**config.mk**
```make
export PLATFORM = sky130hd
export DESIGN_NAME = rom_stream_reader
export DESIGN_NICKNAME = d
export VERILOG_FILES = /design/src/rtl/rom_stream_reader_pkg.sv /design/src/rtl/rom_stream_reader.sv
export SDC_FILE = /design/constraint.sdc
export NUM_CORES = 1
export LEC_CHECK = 0
export CAP_MARGIN = 20
export CORE_ASPECT_RATIO = 1.25
export CORE_MARGIN = 3
export CORE_UTILIZATION = 46
export CTS_BUF_LIST = sky130_fd_sc_hd__clkbuf_8
export DETAILED_ROUTE_END_ITERATION = 8
export PLACE_DENSITY = 0.8
export SYNTH_ARGS = -nofsm -noshare
export SYNTH_HDL_FRONTEND = slang
export SYNTH_SLANG_ARGS = --single-unit
```
**constraint.sdc**
```tcl
create_clock -name clk -period 2.45 [get_ports clk]
set_input_delay 0.245 -clock clk [delete_from_list [all_inputs] [get_ports clk]]
set_output_delay 0.245 -clock clk [all_outputs]
set_load 0.02 [all_outputs]
```
**src/rtl/rom_stream_reader_pkg.sv**
```systemverilog
// Shared types and constants for the ROM stream reader and its 16x8 table.
package rom_stream_reader_pkg;

    localparam int unsigned ROM_ADDR_W = 4;
    localparam int unsigned ROM_DATA_W = 8;

    typedef enum logic [1:0] {
        StIdle,
        StRun,
        StDrain
    } state_e;

endpackage

```
**src/rtl/rom_stream_reader.sv**
```systemverilog
// Reads a contiguous run of ROM words and streams them over valid/ready through
// a single output register stage.
module rom_stream_reader
    import rom_stream_reader_pkg::*;
#(
    parameter int unsigned ADDR_W = ROM_ADDR_W,
    parameter int unsigned DATA_W = ROM_DATA_W
) (
    input  logic              clk,
    input  logic              rst_n,
    input  logic              start,
    input  logic [ADDR_W-1:0] start_addr,
    input  logic [ADDR_W-1:0] length,
    input  logic              abort,
    output logic [ADDR_W-1:0] rom_addr,
    input  logic [DATA_W-1:0] rom_data,
    output logic              out_valid,
    input  logic              out_ready,
    output logic [DATA_W-1:0] out_data,
    output logic [ADDR_W-1:0] out_addr,
    output logic              out_last,
    output logic              busy,
    output logic              done
);

    state_e            state_q, state_d;
    logic [ADDR_W-1:0] ptr_q, ptr_d;
    logic [ADDR_W:0]   remaining_q, remaining_d;
    logic              out_valid_q, out_valid_d;
    logic [DATA_W-1:0] out_data_q, out_data_d;
    logic [ADDR_W-1:0] out_addr_q, out_addr_d;
    logic              out_last_q, out_last_d;
    logic              done_q, done_d;
    logic              load;

    // The output register may refill whenever it is empty or being drained this cycle.
    assign load = !out_valid_q || out_ready;

    always_comb begin
        state_d     = state_q;
        ptr_d       = ptr_q;
        remaining_d = remaining_q;
        out_valid_d = out_valid_q;
        out_data_d  = out_data_q;
        out_addr_d  = out_addr_q;
        out_last_d  = out_last_q;
        done_d      = 1'b0;

        if (abort) begin
            state_d     = StIdle;
            out_valid_d = 1'b0;
            out_last_d  = 1'b0;
            remaining_d = '0;
        end else begin
            unique case (state_q)
                StIdle: begin
                    if (start) begin
                        ptr_d       = start_addr;
                        // A zero length selects the whole table.
                        remaining_d = (length == '0) ? {1'b1, {ADDR_W{1'b0}}}
                                                     : {1'b0, length};
                        state_d     = StRun;
                    end
                end
                StRun: begin
                    if (load) begin
                        out_data_d  = rom_data;
                        out_addr_d  = ptr_q;
                        out_last_d  = (remaining_q == (ADDR_W+1)'(1));
                        out_valid_d = 1'b1;
                        ptr_d       = ptr_q + ADDR_W'(1);
                        remaining_d = remaining_q - (ADDR_W+1)'(1);
                        if (remaining_q == (ADDR_W+1)'(1)) begin
                            state_d = StDrain;
                        end
                    end
                end
                StDrain: begin
                    if (out_valid_q && out_ready) begin
                        out_valid_d = 1'b0;
                        done_d      = 1'b1;
                        state_d     = StIdle;
                    end
                end
                default: state_d = StIdle;
            endcase
        end
    end

    always_ff @(posedge clk or negedge rst_n) begin
        if (!rst_n) begin
            state_q     <= StIdle;
            ptr_q       <= '0;
            remaining_q <= '0;
            out_valid_q <= 1'b0;
            out_data_q  <= '0;
            out_addr_q  <= '0;
            out_last_q  <= 1'b0;
            done_q      <= 1'b0;
        end else begin
            state_q     <= state_d;
            ptr_q       <= ptr_d;
            remaining_q <= remaining_d;
            out_valid_q <= out_valid_d;
            out_data_q  <= out_data_d;
            out_addr_q  <= out_addr_d;
            out_last_q  <= out_last_d;
            done_q      <= done_d;
        end
    end

    assign rom_addr  = ptr_q;
    assign out_valid = out_valid_q;
    assign out_data  = out_data_q;
    assign out_addr  = out_addr_q;
    assign out_last  = out_last_q;
    assign busy      = (state_q != StIdle);
    assign done      = done_q;

endmodule
```
==> results.md <==
- By area the synthesized netlist is led by sky130_fd_sc_hd__dfrtp_1, sky130_fd_sc_hd__mux2_2, sky130_fd_sc_hd__a21oi_1, sky130_fd_sc_hd__ha_1, sky130_fd_sc_hd__nor2_1.
- For this run, the post-layout net count is ~180.
- Cells with a size suffix above 1 make up roughly an eighth of the layout.
- The count of input and output buffers is 40.
- In this run the mean area of a mapped cell was 10.7 sq um.
- Synthesis produced roughly 120 cells.
- The via count of the first global-routing pass is around 1000.
- The wire-length estimate of the detail-placed layout is around 2200 microns.
- Buffers added to address setup during post-CTS repair amount to 0.
- For the worst flop-to-flop path, the logic depth is 5.
- The worst supply voltage drop on vdd is ~0.54 mV.
- The setup slack of the worst register-to-register path is between 500 and 600 ps.
- For this run the aggregate overflow at the end of global routing stands at 0.
- The kind of start point of the critical path is a register.
- The first detailed-routing pass ran for 4 iterations.
- Subtracting the final worst setup slack from the clock period gives around 1900 ps.
- CTS placed an instance of sky130_fd_sc_hd__clkbuf_8 at the clock tree root.
- TritonCTS built the clock tree.
- The first-pass GRT wire length is about 4500 microns.
- The detailed router placed around 1000 vias in this run.
- For this configuration, the core starts out at a cell density of approximately 50%.
- 0 antenna diodes ended up in the layout.
- The final number of hold-violating endpoints was 0.
- The horizontal die dimension is 52.7 microns.
- Summing the areas of all compound-gate instances in the mapped netlist gives 12.9% of the synthesized area.
- The path class of the lowest-slack min-delay path is input port to async pin.
- The area growth from synthesis to layout is 39.8%.
- For this design the static power due to leakage is 0.742 nW.
- The placer's final routability congestion estimate is ~0.88.
- The total area inside the core boundary comes to ~0.0025 sq mm.
- The main combinational cell family by area after synthesis is simple AND/OR/NAND/NOR gates.
- The beginning of the worst register-to-register path is state_q[0]$_DFFE_PN0P_.
- Setup repair after global routing left no endpoint under its margin.
- The die footprint is ~0.0034 sq mm.
- The worst setup path is of the register to register kind.
- The launching instance or port of the critical path is state_q[0]$_DFFE_PN0P_.
- Setup violations remaining at the end of the flow were counted as 0.
- The clock net sink count is 26.
- The per-cell routed wire length is between 10 and 15 microns.
- The detailed-route wire length is 2840 microns.
- Clock latency on the worst-skew pair, taken at its later pin, is 270 ps.
- At the worst endpoint, the required time is around 2600 ps.
- The maximum fanout along the worst path is 12.
- Counting every net in the synthesized netlist gives ~140.
- Total power for the finished layout comes to roughly 1.5 mW.
- After clock tree synthesis, the clock-pin slew on the worst setup and hold paths is ~90 ps.
- The count of pins over their slew limit is 0.
- The final critical path takes up 78.7% of the cycle.
- The number of buffers between clock root and the deepest sink is 2.
- Summing all placed instances gives a cell area of roughly 0.0017 sq mm.
- The average via count per standard cell is 5.46.
- For the pin with the worst max-slew slack, the measured transition is 499 ps.
- The number of hold buffers added after CTS was 0.
- The row count is 20.
- In this run, the number of DRC markers left after iteration 0 of detailed routing was 15.
- The tool flagged a number of max-cap violations equal to 0.
- After the flow finishes, the layout carries non-filler instances totaling 191.
- The portion of netlist area occupied by mux cells is 11.6%.
- The initial antenna violation count is 0.
- The end-of-flow core utilization is 69.4%.
- The worst flop-to-flop path endpoint is out_data[6]$_DFFE_PN0P_.
- In this run the power density over the cells is between 800 and 900 mW/mm^2.
- At the worst endpoint, the arrival time is between 2000 and 2500 ps.
- The worst clock skew is around 3.5 ps.
- The number of fillers in the final layout is just under 200.
- For this run, the top clock speed supported by timing is roughly 0.52 GHz.
- The synthesized netlist devotes ~3% of its cell area to adder and majority cells.
- The xor/xnor share of the synthesized area is 0%.
- The worst slew margin relative to its limit is approximately two thirds.
- Once the clock tree was built, the resizer swapped 0 gates to a different size.
- STA classifies the critical path endpoint as a register.
- The post-route DRC violation count is 0.
- Counting tap cells, the placed design contains a total of ~190 instances.
- The total track usage is between 15 and 20%.
- The part of the Yosys area used for sequential elements is between 50% and 60%.
- The library cell occupying the most area in the post-synthesis netlist is sky130_fd_sc_hd__dfrtp_1.
- From bottom edge to top edge, the die measures approximately 64 microns.
- The final standard cell area without fillers is 0.00175 sq mm.
- The proportion of netlist area held by the largest area contributor is between 50% and 60%.
- In this run the count of I/O pins placed on the die edge is ~40.
- The post-synthesis cell type count is 33.
- Entering global routing, the biggest net connects 27 pins.
- The number of warnings reported in the yosys synthesis log is 0.
- The number of flip-flops and latches in the synthesized netlist is 26.
- The post-route setup TNS is 0 ps.
- CTS built an H-tree with a depth of 1.
- The number of buffers created by CTS is 3.
- The flow ran to the end, and the final reports show no timing, DRC or antenna violations.
- Summing the areas of all and, or, nand and nor instances in the mapped netlist gives between 10% and 20% of the synthesized area.
- The count of nets left with antenna violations once routing finished came out at 0.
- The cell area after synthesis is between 0.001 and 0.0015 sq mm.
-- final cells by class --
cell class	count	area, sq um	area share [%]
clock inverter	1	30.0	1.71
clock buffer	3	41.3	2.35
multi-input combinational	79	546	31.1
sequential	26	651	37.1
tap	33	41.3	2.35
timing repair buffer	43	423	24.1
inverter	6	22.5	1.28
-- layout by cell type, fill, tap and decap left out, types with 4 or more instances in the layout --
cell,netlist,routed
sky130_fd_sc_hd__nand2b_1,4,4
sky130_fd_sc_hd__nand2_1,7,7
sky130_fd_sc_hd__dfrtp_1,26,26
sky130_fd_sc_hd__clkdlybuf4s50_1,0,40
sky130_fd_sc_hd__mux2_2,12,12
sky130_fd_sc_hd__a21oi_1,9,9
sky130_fd_sc_hd__inv_1,6,6
sky130_fd_sc_hd__nor2_1,9,9
sky130_fd_sc_hd__o21ai_0,6,6
-- cell families after synthesis --
group           Yosys count
buf+inv                  12
mux                      13
simple gates             37
flops                    26
compound gates           26
fa+ha+maj                 3
-- critical path: stages, from the launching register on --
cell                      delay (ps)
sky130_fd_sc_hd__dfrtp_1         540
sky130_fd_sc_hd__nor2b_2         380
sky130_fd_sc_hd__nand2_1         190
sky130_fd_sc_hd__nor2_1          130
sky130_fd_sc_hd__buf_4           210
sky130_fd_sc_hd__mux2_2          360
-- power breakdown --
group	total (mW)	switching [mW]	internal, mW
combinational	0.574	0.274	0.301
sequential	0.612	0.0777	0.534
clock	0.354	0.136	0.219
total	1.54	0.487	1.05
-- layer usage --
metal  vias up  global-route usage [%]  wire length [microns]
li1        504                       -                      -
met1       505                    22.7                   1140
met2        29                    30.6                   1590
met5         -                       0                      0
met4         0                    6.71                     19
met3         4                    2.10                     86
-- synth_stat cells, drive strengths merged --
library cell / number
dfrtp: 26
mux2: 12
a21oi: 9
nor2: 9
nand2: 7
inv: 6
o21ai: 6
buf: 4
nand2b: 4
ha: 3
nand3: 3
nor3: 3
nor4: 3
clkbuf: 2
nor4b: 2
o211ai: 2
o22ai: 2
a211o: 1
a211oi: 1
a32oi: 1
and3: 1
and3b: 1
mux2i: 1
nand3b: 1
nor2b: 1
nor3b: 1
o21a: 1
o311ai: 1
o31a: 1
o32ai: 1
or4: 1
-- stage by stage --
step,setup slack (ps),hold slack (ps)
finish,523,335
global placement,516,488
CTS,550,349
floorplan,747,-50.6
global route,349,364
detailed placement,474,496
-- registers in the layout (all words and copies together) (netlist names) --
name         count
remaining_q      5
out_last         1
out_addr         4
rom_addr         4
state_q          2
out_valid        1
done             1
out_data         8
-- worst max-delay path by stage --
stage / to / slack [ps]
final: out_data[6]$_DFFE_PN0P_ / 520
after global routing: out_data[6]$_DFFE_PN0P_ / 350
after CTS: out_data[6]$_DFFE_PN0P_ / 550
after detailed placement: rom_addr[0]$_DFFE_PN0P_ / 470
after global placement: rom_addr[0]$_DFFE_PN0P_ / 520
after floorplan: rom_addr[0]$_DFFE_PN0P_ / 750
No activity file was read; power rests on OpenSTA's default activity.
